===== config.mk =====
export PLATFORM = sky130hd
export DESIGN_NAME = fetch_stage
export DESIGN_NICKNAME = d
export VERILOG_FILES = /design/src/rtl/fetch_stage.sv
export SDC_FILE = /design/constraint.sdc
export NUM_CORES = 1
export LEC_CHECK = 0
export ABC_AREA = 1
export CAP_MARGIN = 20
export CORE_ASPECT_RATIO = 0.5
export CORE_MARGIN = 2
export CORE_UTILIZATION = 45
export CTS_CLUSTER_DIAMETER = 50
export CTS_CLUSTER_SIZE = 28
export DETAILED_ROUTE_END_ITERATION = 8
export PLACE_DENSITY = 0.79
export SETUP_SLACK_MARGIN = 0.2
export SYNTH_ARGS = -nofsm -noshare
export SYNTH_HDL_FRONTEND = slang
export SYNTH_SLANG_ARGS = --single-unit
export TNS_END_PERCENT = 20

===== constraint.sdc =====
create_clock -name clk -period 1.91 [get_ports clk]
set_input_delay 0.2865 -clock clk [delete_from_list [all_inputs] [get_ports clk]]
set_output_delay 0.2865 -clock clk [all_outputs]
set_load 0.005 [all_outputs]

===== src/rtl/fetch_stage.sv =====
// Instruction fetch stage: byte PC register feeding a single IF/ID register.
// Optional misaligned-redirect trap is enabled by defining FETCH_MISALIGN_CHK_EN.
module fetch_stage #(
    parameter logic [31:0] RESET_PC = 32'h0000_0000
) (
    input  logic        clk,
    input  logic        rst,
    input  logic        fetch_en,
    input  logic        redirect_valid,
    input  logic [31:0] redirect_pc,
    output logic [9:0]  imem_addr,
    input  logic [31:0] imem_instr,
    input  logic        id_ready,
    output logic        id_valid,
    output logic [31:0] id_instr,
    output logic [31:0] id_pc,
    output logic [31:0] id_pc_plus4,
    output logic        fetch_misalign
);

    localparam logic [31:0] NOP = 32'h0000_0013;

    logic [31:0] pc;
    logic [31:0] pc_plus4;
    logic [31:0] redirect_target;
    logic        halted;
    logic        advance;

    assign imem_addr = pc[11:2];
    assign pc_plus4  = pc + 32'd4;
    assign advance   = fetch_en && !halted && (!id_valid || id_ready);

`ifdef FETCH_MISALIGN_CHK_EN
    logic misalign_q;

    assign redirect_target = redirect_pc;
    assign halted          = misalign_q;
    assign fetch_misalign  = misalign_q;

    // The trap flag doubles as the halt; only a new redirect can lift it.
    always_ff @(posedge clk) begin
        if (rst) begin
            misalign_q <= 1'b0;
        end else if (redirect_valid) begin
            misalign_q <= (redirect_pc[1:0] != 2'b00);
        end
    end
`else
    assign redirect_target = {redirect_pc[31:2], 2'b00};
    assign halted          = 1'b0;
    assign fetch_misalign  = 1'b0;
`endif

    always_ff @(posedge clk) begin
        if (rst) begin
            pc          <= RESET_PC;
            id_valid    <= 1'b0;
            id_instr    <= NOP;
            id_pc       <= 32'h0;
            id_pc_plus4 <= 32'h0;
        end else if (redirect_valid) begin
            pc       <= redirect_target;
            id_valid <= 1'b0;
        end else if (advance) begin
            pc          <= pc_plus4;
            id_valid    <= 1'b1;
            id_instr    <= imem_instr;
            id_pc       <= pc;
            id_pc_plus4 <= pc_plus4;
        end else if (!fetch_en && id_ready) begin
            id_valid <= 1'b0;
        end
    end

endmodule


After elaboration in Yosys (flattened, before gate mapping)
Cells that the tools add are included.
{ "word_totals": {"out_inout_bits": 108, "register_bits": 129, "inputBits": 69} }
{ "classes": {"n_reduce_logical": 9, "bitwise": 1, "addsub": 1, "mux": 4} }
{ "op_table": {"columns": ["operator", "count"], "rows": [
  ["32-bit two-way mux", 2],
  ["32-bit by 3-bit adder with 32-bit output (second input constant)", 1],
  ["2-bit nonzero test", 2],
  ["1-bit logical AND", 2],
  ["1-bit logical NOT", 2],
  ["1-bit two-way mux", 2],
  ["2-bit AND reduction", 1],
  ["2-bit OR reduction", 1],
  ["1-bit logical OR", 1],
  ["1-bit inverter", 1]
]} }

Logic depth before layout (Yosys ltp)
{ "depth": {"depth_word": 5, "mapped_depth": 10, "mapped_depth_nobuf": 10} }

Worst setup path before layout
OpenSTA, ideal clock, no wires.
{ "synth_timing": {"kind": "register to register", "start": "register pc[3]", "end": "register id_pc_plus4[28]", "arrival_time_ns": 1.263, "setup_ns": 0.132, "n_path_buf": 0, "setup_slack_ns": 0.514, "stages_incl_launch_ff": 11, "cell_sequence": "dfxtp_1 > ha_1 > nand2_1 > nor2_2 > nand2_4 > nor2_2 > nand2_1 > nand2_1 > nand2_1 > nand2_1 > a21oi_1"} }
{ "synth_between": {"elab_chain_len": 1} }
{ "synth_rtl": {"columns": ["item", "line_no", "source"], "rows": [
  ["start: declaration", "23", "logic [31:0] pc;"],
  ["start signal: assignment", "62", "pc <= redirect_target;"],
  ["start signal: assignment", "65", "pc <= pc_plus4;"],
  ["32-bit by 3-bit adder with 32-bit output", "30", "assign pc_plus4 = pc + 32'd4;"],
  ["end signal: assignment", "69", "id_pc_plus4 <= pc_plus4;"],
  ["end: declaration", "17", "output logic [31:0] id_pc_plus4,"]
]} }
No other way between the ends.
A chain may end at the register's enable or synchronous reset.

Worst setup path after layout
{ "layout_timing": {"start": "register pc[4]", "end": "output imem_addr[2]"} }
{ "layout_rtl": {"columns": ["item", "line_no", "source"], "rows": [
  ["end: declaration", "11", "output logic [9:0] imem_addr,"]
]} }
No word-level cell between the ends.

==> flow_metrics.py <==
metrics = {
    "floorplanning": {
        "die_w_um": 157,
        "rows": 27,
        "io_pins": 177,
        "die_area_mm2": 0.0126,
        "core_area_mm2": 0.0112,
        "die_y_um": 80.5,
        "start_util": 0.470,
    },
    "synth": {
        "async_flop_share": 0,
        "yosysUniqueCellTypes": 25,
        "avgSynthCellArea_um2": 6.98,
        "yosysTopAreaCellShare": 0.468,
        "synth_most_common_cell": "nand2_1",
        "synth-main-ff-cell": "dfxtp_1",
        "synth_cells": 754,
        "synth_top_family_by_area": "simple AND/OR/NAND/NOR gates",
        "yosysWarnings": 0,
        "synth-xor-area-share": 0.0133,
        "synth_seq_cells": 123,
        "synth_edf_count": 0,
        "yosys.area_share.simple": 0.274,
        "synthAdderAreaFrac": 0.00238,
        "synth_area_mm2": 0.00526,
        "ys_seq_area_frac": 0.468,
        "synth-compound-area-share": 0.152,
        "yosys.area.top_type": "dfxtp_1",
        "synth_mux_area_frac": 0,
        "ys_top_cells_by_area": "dfxtp_1 (47%), nand2_1 (14%), nor2_1 (8.9%)",
        "synthTopCellsByCount": "nand2_1 (197), nor2_1 (125), dfxtp_1 (123)",
    },
    "pwr": {
        "power.total_mw": 6.68,
        "p_per_area_mw_per_mm2": 867,
        "vdd_drop_max_mv": 0.617,
        "p_leak_nw": 3.06,
    },
    "setup_path": {
        "crit_fanout": 5,
        "critPathBufInv": 2,
        "start_kind": "register",
        "crit_type": "reg2out",
        "crit_arrival_ns": 1.41,
        "cpMaxStageDelayCell": "clkdlybuf4s50_1",
        "cp.required_ns": 1.62,
        "crit_chain": "buf_4 > clkdlybuf4s50_1",
        "cp_top_family": "buffers and inverters",
        "cpPeakStageDelay_ns": 0.51,
        "endpoint_kind": "output pin",
    },
    "drt": {
        "drc": 0,
        "drt-pass1-iter-count": 5,
        "vias": 5496,
        "wl_per_cell_um": 14.3,
        "initialDrtViolationCount": 461,
        "ant_nets": 0,
        "drt-vias-per-instance": 5.07,
        "drt_wl_total_um": 15500,
    },
    "clock_network": {
        "post_cts_buffers": 0,
        "cts_tree": "done",
        "cts_sinks": 123,
        "clk_latency_ns": 0.41,
        "clockRootBuffer": "clkbuf_16",
        "clock_path_buffers": 2,
        "cts_made_buffers": 17,
        "htree_num_levels": 4,
        "clkTransAtPathRegs_ns": 0.05,
    },
    "sta": {
        "final_max_slew_viol_count": 0,
        "slew_headroom": 0.563,
        "fin_setup_tns_ns": 0,
        "hold-worst-slack_ns": 0.439,
        "finalHoldViolCount": 0,
        "rsz0062_at_grt": "yes",
        "finalSetupViolations": 0,
        "post-route-period-util": 0.889,
        "fin_crit_ns": 1.70,
        "max_freq_mhz": 589,
        "finClkSkew_ns": 0.00607,
        "worstMarginPinSlew_ns": 0.656,
        "fin_ws_ns": 0.212,
    },
    "flow_run": {
        "drv_cap": 0,
    },
    "finish": {
        "instances_no_fill": 1085,
        "drive_gt1_frac": 0.0788,
        "num-nets-final": 984,
        "n_antenna_cell": 0,
        "areaGrowthSynthToFinish_pct": 46.4,
    },
    "global_route": {
        "grt_max_degree": 62,
        "grt_util_all_layers": 0.257,
        "grt_overflow_total": 0,
        "antenna_found_initial": 0,
        "grt_pass1_vias": 5222,
        "grt_pass1_wl_um": 25400,
    },
    "placed_design": {
        "portBuffers": 169,
        "dp_hpwl_um": 11000,
        "place_congestion": 0.932,
        "dp.cells": 1054,
        "pre_cts_ws_ns": 0.0871,
    },
    "hold_path": {
        "hold_class": "in2reg",
    },
    "outcome": {
        "status": "finished clean",
    },
}
[stage by stage]
stage                     utilization  instance area, um^2
final                           0.689                 7700
after detailed placement        0.636                 7120
after global placement          0.636                 7120
after CTS                       0.686                 7680
after floorplan                     -                 5280
after global routing            0.689                 7700
[area by class of cell]
cell class / instances / area, um^2
Multi-Input combinational cell: 531 / 2360
Tap cell: 159 / 199
Sequential cell: 123 / 2470
Inverter: 51 / 191
Timing Repair Buffer: 190 / 1920
Clock inverter: 14 / 131
Fill cell: 913 / 3480
Clock buffer: 17 / 425
[cell usage in the layout (no fill, tap or decap), types with 2 or more instances in the layout]
cell	instances
nor2_2	4
xor2_1	5
nand2_1	197
nor2_1	123
dfxtp_1	118
a21oi_1	70
dfxtp_2	4
a31oi_1	9
inv_1	48
clkbuf_16	17
nor2_4	6
o21ai_0	75
xnor2_1	3
nand3b_1	2
conb_1	5
bufinv_16	2
clkinvlp_4	3
buf_12	6
inv_2	2
clkdlybuf4s50_1	168
nand3_1	26
buf_4	15
clkinv_2	8
[flip-flops by register name, indices dropped and copies added, names as in the netlist]
register,flops
id_instr,32
id_pc,30
id_pc_plus4,30
pc,30
id_valid,1
[power breakdown]
part	total [mW]	internal [mW]	leakage (nW)	switching (mW)
sequential	2.82	2.71	1.01	0.105
clock	3.04	1.89	0.274	1.15
combinational	0.818	0.456	1.78	0.363
[layer usage]
metal,wire (um),track usage,up-vias
met4,326,0.117,0
met3,1230,0.0631,30
met5,0,0,-
li1,-,-,2710
met1,6790,0.325,2539
met2,7200,0.417,217
[cells by family after synthesis]
| logic type | Yosys count |
|---|---|
| adder cells (fa/ha/maj) | 1 |
| flip-flops | 123 |
| AND/OR/NAND/NOR | 360 |
| buffers and inverters | 104 |
| AO/OA/AOI/OAI | 157 |
| XOR/XNOR | 8 |
| other | 1 |
[worst paths after layout]
check               from            to  slack (ns)  cells after the start
max                pc[4]  imem_addr[2]        0.21                      2
min                  rst  id_instr[14]        0.44                      4
max reg2reg        pc[3]        pc[14]        0.24                      8
min reg2reg  id_instr[0]   id_instr[0]        0.46                      2
[worst register-to-register path, delay by kind of cell (launching register included)]
| family | cells | cell delay [ns] |
|---|---|---|
| and+or+nand+nor | 4 | 0.58 |
| adders and majority gates | 1 | 0.20 |
| DFF | 1 | 0.38 |
| AOI/OAI and AO/OA | 3 | 0.36 |
[what timing repair did]
| action | 4_1_cts | 5_1_grt |
|---|---|---|
| setup endpoints to repair | 17 | 39 |
| resized for setup | 2 | 10 |
| hold buffers | 0 | 0 |
| gates cloned | 0 | 0 |
| pin swaps | 0 | 1 |
(Power assumes the default switching activity.)
